### config.mk
export PLATFORM = sky130hd
export DESIGN_NAME = kf8237_transfer_controller
export DESIGN_NICKNAME = d
export VERILOG_FILES = /design/src/rtl/kf8237_transfer_controller.sv
export SDC_FILE = /design/constraint.sdc
export NUM_CORES = 1
export LEC_CHECK = 0
export CORE_MARGIN = 5
export CORE_UTILIZATION = 58
export CTS_BUF_LIST = sky130_fd_sc_hd__clkbuf_8
export CTS_CLUSTER_DIAMETER = 40
export DETAILED_ROUTE_END_ITERATION = 10
export DONT_BUFFER_PORTS = 1
export GPL_TIMING_DRIVEN = 0
export MAX_ROUTING_LAYER = met4
export PLACE_DENSITY = 0.76
export REMOVE_ABC_BUFFERS = 1
export SETUP_SLACK_MARGIN = 0.05
export SYNTH_ARGS = -nofsm -noshare
export SYNTH_HDL_FRONTEND = slang
export SYNTH_SLANG_ARGS = --single-unit
### constraint.sdc
create_clock -name clock -period 1.5 [get_ports clock]
set_input_delay 0.225 -clock clock [delete_from_list [all_inputs] [get_ports clock]]
set_output_delay 0.225 -clock clock [all_outputs]
set_load 0.005 [all_outputs]
### src/rtl/kf8237_transfer_controller.sv
// Four-channel DMA timing and priority controller: arbitrates requests, runs the
// HRQ/HLDA handshake and steps each transfer through SI, S0, S1-S4 and SE.
module kf8237_transfer_controller (
    input  logic       clock,
    input  logic       reset,
    input  logic       master_clear,
    input  logic [3:0] dma_request,
    input  logic [3:0] mask,
    input  logic       controller_disable,
    input  logic       rotating_priority,
    input  logic [7:0] transfer_mode,
    input  logic [3:0] autoinitialize,
    input  logic       hold_acknowledge,
    input  logic       underflow,
    input  logic       read_status,
    output logic       hold_request,
    output logic [3:0] dma_acknowledge_internal,
    output logic       address_enable,
    output logic       next_word,
    output logic       initialize_current_register,
    output logic       end_of_process,
    output logic [3:0] terminal_count,
    output logic [3:0] set_mask
);

    localparam logic [2:0] ST_SI = 3'd0;
    localparam logic [2:0] ST_S0 = 3'd1;
    localparam logic [2:0] ST_S1 = 3'd2;
    localparam logic [2:0] ST_S2 = 3'd3;
    localparam logic [2:0] ST_S3 = 3'd4;
    localparam logic [2:0] ST_S4 = 3'd5;
    localparam logic [2:0] ST_SE = 3'd6;

    localparam logic [1:0] MODE_DEMAND = 2'b00;
    localparam logic [1:0] MODE_BLOCK  = 2'b10;

    logic [2:0] state;
    logic [2:0] state_next;
    logic [1:0] channel;
    logic [1:0] priority_base;
    logic [3:0] eligible;
    logic       any_eligible;
    logic [1:0] winner;
    logic       found;
    logic [1:0] scan_base;
    logic [1:0] channel_mode;
    logic [3:0] channel_onehot;
    logic [3:0] tc_set;
    logic       in_transfer;
    logic       terminal;

    always_comb begin
        for (int i = 0; i < 4; i++) begin
            eligible[i] = dma_request[i] & ~mask[i] & (transfer_mode[2*i +: 2] != 2'b11)
                          & ~controller_disable;
        end
    end

    assign any_eligible = |eligible;

    // Scan from the highest-priority channel upward; fixed mode always starts at ch0.
    always_comb begin
        winner    = 2'd0;
        found     = 1'b0;
        scan_base = rotating_priority ? priority_base : 2'd0;
        for (int i = 0; i < 4; i++) begin
            if (!found && eligible[scan_base + 2'(i)]) begin
                winner = scan_base + 2'(i);
                found  = 1'b1;
            end
        end
    end

    assign channel_mode   = transfer_mode[{channel, 1'b0} +: 2];
    assign channel_onehot = 4'b0001 << channel;
    assign terminal       = (state == ST_SE) && underflow;
    assign tc_set         = terminal ? channel_onehot : 4'b0000;

    // Handshake: HRQ is raised from S0 and held through SE; the bus is only
    // taken once HLDA is seen in S0, and HLDA loss is honoured only at SE.
    always_comb begin
        state_next = state;
        case (state)
            ST_SI: if (any_eligible) state_next = ST_S0;
            ST_S0: begin
                if (!any_eligible)         state_next = ST_SI;
                else if (hold_acknowledge) state_next = ST_S1;
            end
            ST_S1: state_next = ST_S2;
            ST_S2: state_next = ST_S3;
            ST_S3: state_next = ST_S4;
            ST_S4: state_next = ST_SE;
            ST_SE: begin
                state_next = ST_SI;
                if (!underflow && hold_acknowledge) begin
                    if (channel_mode == MODE_BLOCK)
                        state_next = ST_S1;
                    else if (channel_mode == MODE_DEMAND && dma_request[channel])
                        state_next = ST_S1;
                end
            end
            default: state_next = ST_SI;
        endcase
    end

    always_ff @(negedge clock or posedge reset) begin
        if (reset) begin
            state          <= ST_SI;
            channel        <= 2'd0;
            priority_base  <= 2'd0;
            terminal_count <= 4'b0000;
        end else if (master_clear) begin
            state          <= ST_SI;
            channel        <= 2'd0;
            priority_base  <= 2'd0;
            terminal_count <= 4'b0000;
        end else begin
            state <= state_next;
            if (state == ST_S0 && any_eligible && hold_acknowledge)
                channel <= winner;
            if (state == ST_SE)
                priority_base <= channel + 2'd1;
            // A status read clears old bits but never loses a terminal count set on the same edge.
            terminal_count <= read_status ? tc_set : (terminal_count | tc_set);
        end
    end

    assign in_transfer = (state == ST_S1) || (state == ST_S2) || (state == ST_S3)
                         || (state == ST_S4) || (state == ST_SE);

    // master_clear silences every output in the cycle it is seen.
    always_comb begin
        hold_request                = (state != ST_SI) && !master_clear;
        dma_acknowledge_internal    = (in_transfer && !master_clear) ? channel_onehot : 4'b0000;
        address_enable              = in_transfer && (state != ST_SE) && !master_clear;
        next_word                   = (state == ST_S4) && !master_clear;
        end_of_process              = terminal && !master_clear;
        initialize_current_register = terminal && !master_clear && autoinitialize[channel];
        set_mask                    = (terminal && !master_clear && !autoinitialize[channel])
                                      ? channel_onehot : 4'b0000;
    end

endmodule

==> impl_metrics.tcl <==
set metrics [dict create \
    outcome "finished with violations" \
    violations "negative setup slack" \
    routedWlPerCell_um 25.5 \
    grt_pass1_wl_um 4620 \
    final.setup.worst_slack_ps -1130 \
    yosysWarningCount 0 \
    async_flop_share 1.00 \
    crit_path_start_kind "flip-flop" \
    placed_cells 130 \
    tightest_slew_ps 464 \
    hp-start "master_clear" \
    r2r_setup_slack_ps -10 \
    instances_no_fill 156 \
    synth_simple_gate_area_frac 0.371 \
    fin_tns_setup_ps -14710 \
    clock_sinks 11 \
    hold_end "address_enable" \
    path_class "reg2out" \
    rows 14 \
    finalPower_uw 762 \
    cts_buffers 3 \
    cts_buffer_depth 2 \
    area_growth_pct 40.1 \
    synth_area_sq_um 976 \
    drtIter0Drc 83 \
    clockRootBuffer "clkbuf_8" \
    vdd_drop_max_mv 0.738 \
    diodes 0 \
    synthTopCellsByCount "nor2_1 (14), dfrtn_1 (11), and2_1 (10)" \
    synth-seq-cells 11 \
    die_x_um 51.0 \
    synth-xor-area-share 0 \
    finalHoldWorstSlack_ps 470 \
    yosys_most_used_dff "dfrtn_1" \
    min_path_type "in2out" \
    hold_depth 1 \
    r2r_cells 7 \
    drc_errors 0 \
    crit_chain "mux4_2 -> and2b_2 -> and2_1" \
    multi_input_area_sq_um 817 \
    r2r-start "channel[1]" \
    synth_most_common_cell "nor2_1" \
    synth_compound_area_frac 0.238 \
    firstDrtPassIters 4 \
    power.density_nw_per_um2 557 \
    yosysTopAreaCell "dfrtn_1" \
    gr-total-overflow 0 \
    reg2reg_to "state[1]" \
    required_ps 1270 \
    path_max_fanout 4 \
    final_util 0.877 \
    cts_tree "built" \
    ios 45 \
    slowest_delay_ps 530 \
    synth_cell_types 40 \
    leakage_nw 0.575 \
    die_area_sq_um 2600 \
    ys_top_cells_by_area "dfrtn_1 (28%), and2_1 (6.4%), nor2_1 (5.4%)" \
    synthAdderAreaFrac 0.0513 \
    avgSynthCellArea_sq_um 8.20 \
    crit_start "channel[0]" \
    maxSlewHeadroom 0.690 \
    cap_violations 0 \
    grt_start_max_net_pins 16 \
    finClkSkew_ps 8.11 \
    dieHeight_um 51.0 \
    cts.clk_slew.worst_paths_ps 50 \
    start_util 0.626 \
    slowest_stage "mux4_2" \
    synthMuxAreaShare 0.0231 \
    netlist_instances 119 \
    grt_pass1_vias 972 \
    postRouteAntennaNets 0 \
    finalSetupViolCount 21 \
    antenna_found_initial 0 \
    cts.hold.buffers_added 0 \
    synth_edf_count 0 \
    synth_top_family_by_area "simple AND/OR/NAND/NOR gates" \
    finish.net_count 173 \
    htree_levels 1 \
    gp_congestion 0.836 \
    io_buffers 0 \
    track_usage 0.238 \
    slew_viol_final 0 \
    drive_gt1_frac 0.407 \
    fill_cells 71 \
    clk_latency_ps 270 \
    end_kind "primary output" \
    dp_hpwl_um 1780 \
    core_region_area_sq_um 1560 \
    seqCellArea_sq_um 275 \
    final_hold_viol_count 0 \
    yosys.area.top_type_share 0.282 \
    cp_top_family "multiplexers" \
    cp_data_arrival_time_ps 2400 \
    wl_um 3980 \
    vias 1167 \
    path_buf_inv 0 \
    rsz0062_at_grt "true" \
    avgViaCountPerCell 7.48 \
    ys_seq_area_frac 0.282 \
]
==> worst max-delay path by stage <==
stage	cells past startpoint	slack, ps	endpoint
final	3	-1130	set_mask[2]
after floorplan	3	-860	set_mask[0]
after detailed placement	5	-1050	set_mask[1]
after CTS	3	-1100	set_mask[2]
after global routing	5	-1170	set_mask[0]
after global placement	5	-1010	set_mask[3]
==> per-stage QoR <==
step	setup slack (ps)	instance area (sq um)
after floorplan	-856	953
after global placement	-1010	973
after detailed placement	-1050	973
after CTS	-1100	1200
after global routing	-1170	1370
final	-1130	1370
==> timing repair <==
action                                  CTS  global route
resized for setup                        28            15
pin swaps                                 9            10
buffers inserted                          8            15
endpoints found under the setup margin   21            21
==> cell type report <==
| cell class | instances | share of cell area |
|---|---|---|
| inverter | 3 | 0.00823 |
| sequential | 11 | 0.201 |
| clock inverter | 1 | 0.00274 |
| tap | 16 | 0.0146 |
| timing repair buffer | 22 | 0.145 |
| clock buffer | 3 | 0.0302 |
| multi-input combinational | 100 | 0.597 |
==> state kept, by name (all words and copies together) (netlist names) <==
signal	flops
channel	2
priority_base	2
state	3
terminal_count	4
==> cells in the final DEF (no fill, tap or decap), drive strengths merged, types with 2 or more instances in the layout <==
cell,count
nand2,9
a211oi,2
ha,4
a22o,5
nand4,2
clkbuf,3
buf,22
nor3,5
nand2b,3
dfrtn,11
nor3b,4
o21ai,7
nor2,14
and3,4
nand3b,4
and2,10
nand3,2
inv,4
or3,2
a21oi,10
==> cell families after synthesis <==
kind of cell / count (synthesis)
and+or+nand+nor: 61
buffers and inverters: 8
DFF: 11
adders and majority gates: 4
AOI/OAI and AO/OA: 34
muxes: 1
==> power breakdown <==
part	switching (mW)	leakage [nW]	internal, mW
Sequential	0.00398	0.153	0.302
Clock	0.132	0.0269	0.181
Combinational	0.0779	0.395	0.0655
Total	0.214	0.575	0.548
==> metal layers <==
layer / share of wire / up-vias / global-route usage
met5: 0 / - / -
met4: 0.057 / 0 / 0.0538
met3: 0.11 / 34 / 0.0407
met2: 0.48 / 111 / 0.431
met1: 0.35 / 541 / 0.272
li1: - / 481 / -
Power figures use the tool's default switching activity.
==> RTL change (same flow settings) <==
Reset style: synchronous (`reset`), changed in one clocked block.
--- a/src/rtl/kf8237_transfer_controller.sv
+++ b/src/rtl/kf8237_transfer_controller.sv
@@ -103,7 +103,7 @@
         endcase
     end
 
-    always_ff @(negedge clock or posedge reset) begin
+    always_ff @(negedge clock) begin
         if (reset) begin
             state          <= ST_SI;
             channel        <= 2'd0;
Formal check against the unedited RTL: differs if reset is asserted again (counterexample within 4 cycles, from zero or initial values and one cycle with reset high); with reset held inactive, the same outputs for 10 cycles.
==> RTL change against the unedited design <==
The flow now stops in global routing; area after synthesis fell by 4.6%.
==> RTL change: results (changes against the unedited design) <==
[run_status]
status = aborted with a tool error  ; was complete, but fails checks
failed_stage = global routing
error = [ERROR DPL-0033] detailed placement checks failed during check placement.

[clocking]
cts_made_buffers = 3  ; unchanged
htree_num_levels = 1  ; unchanged
cts_max_path_buffers = 2  ; unchanged
root_buffer = clkbuf_8  ; unchanged

[timing]
endpoint_type = primary output
postGrtWorstEndpoint = set_mask[2]

[synthesis]
ys_types = 35  ; was 40
synth-async-reset-ratio = 0  ; was 1.00
synthTopCellsByArea = dfxtp_1, a21oi_1, nor2_1  ; was dfrtn_1, and2_1, nor2_1
yosys_register_bits = 11  ; unchanged
yosysSeqAreaShare = 0.237  ; was 0.282
yosysWarnings = 0  ; unchanged
synth_area_um2 = 931  ; was 976 µm²
synth_common_cells = nor2_1, a21oi_1, dfxtp_1  ; was nor2_1, dfrtn_1, and2_1
ys.flop_type = dfxtp_1  ; was dfrtn_1

[placed_design]
post-dp-hpwl_mm = 1.77  ; was 1.78 mm
place.port_buffers = 0  ; unchanged
gp_congestion = 0.822  ; was 0.836

[global_route]
grt_max_degree = 11
antenna_found_initial = 0

RTL change: cell types whose count changed after synthesis, moves of 4 or more:
| cell | change |
|---|---|
| dfxtp_1 | +11 |
| a21oi_1 | +6 |
| dfrtn_1 | -11 |
| nor2_1 | +5 |
| nand3_1 | +4 |
| nor2b_1 | +5 |
| a22o_1 | -5 |
RTL change: per-stage QoR:
stage / std cells / worst slack (ns) / setup TNS (ns) / hold WS [ns]
floorplan: 126 / -0.833 / -8.20 / 0.478
global placement: 142 / -1.06 / -11.49 / 0.484
detailed placement: 142 / -1.08 / -11.74 / 0.483
CTS: 170 / -1.03 / -10.84 / 0.472
RTL change: timing repair:
action	in CTS
endpoints found under the setup margin	21
setup buffers	15
gates resized for setup	67
pin swaps	23
RTL change: cells by family after synthesis:
family	after synthesis	share of synthesized area
adders and majority gates	4	0.0538
buffers and inverters	9	0.0430
and+or+nand+nor	74	0.434
AOI/OAI and AO/OA	32	0.208
muxes	1	0.0242
DFF	11	0.237
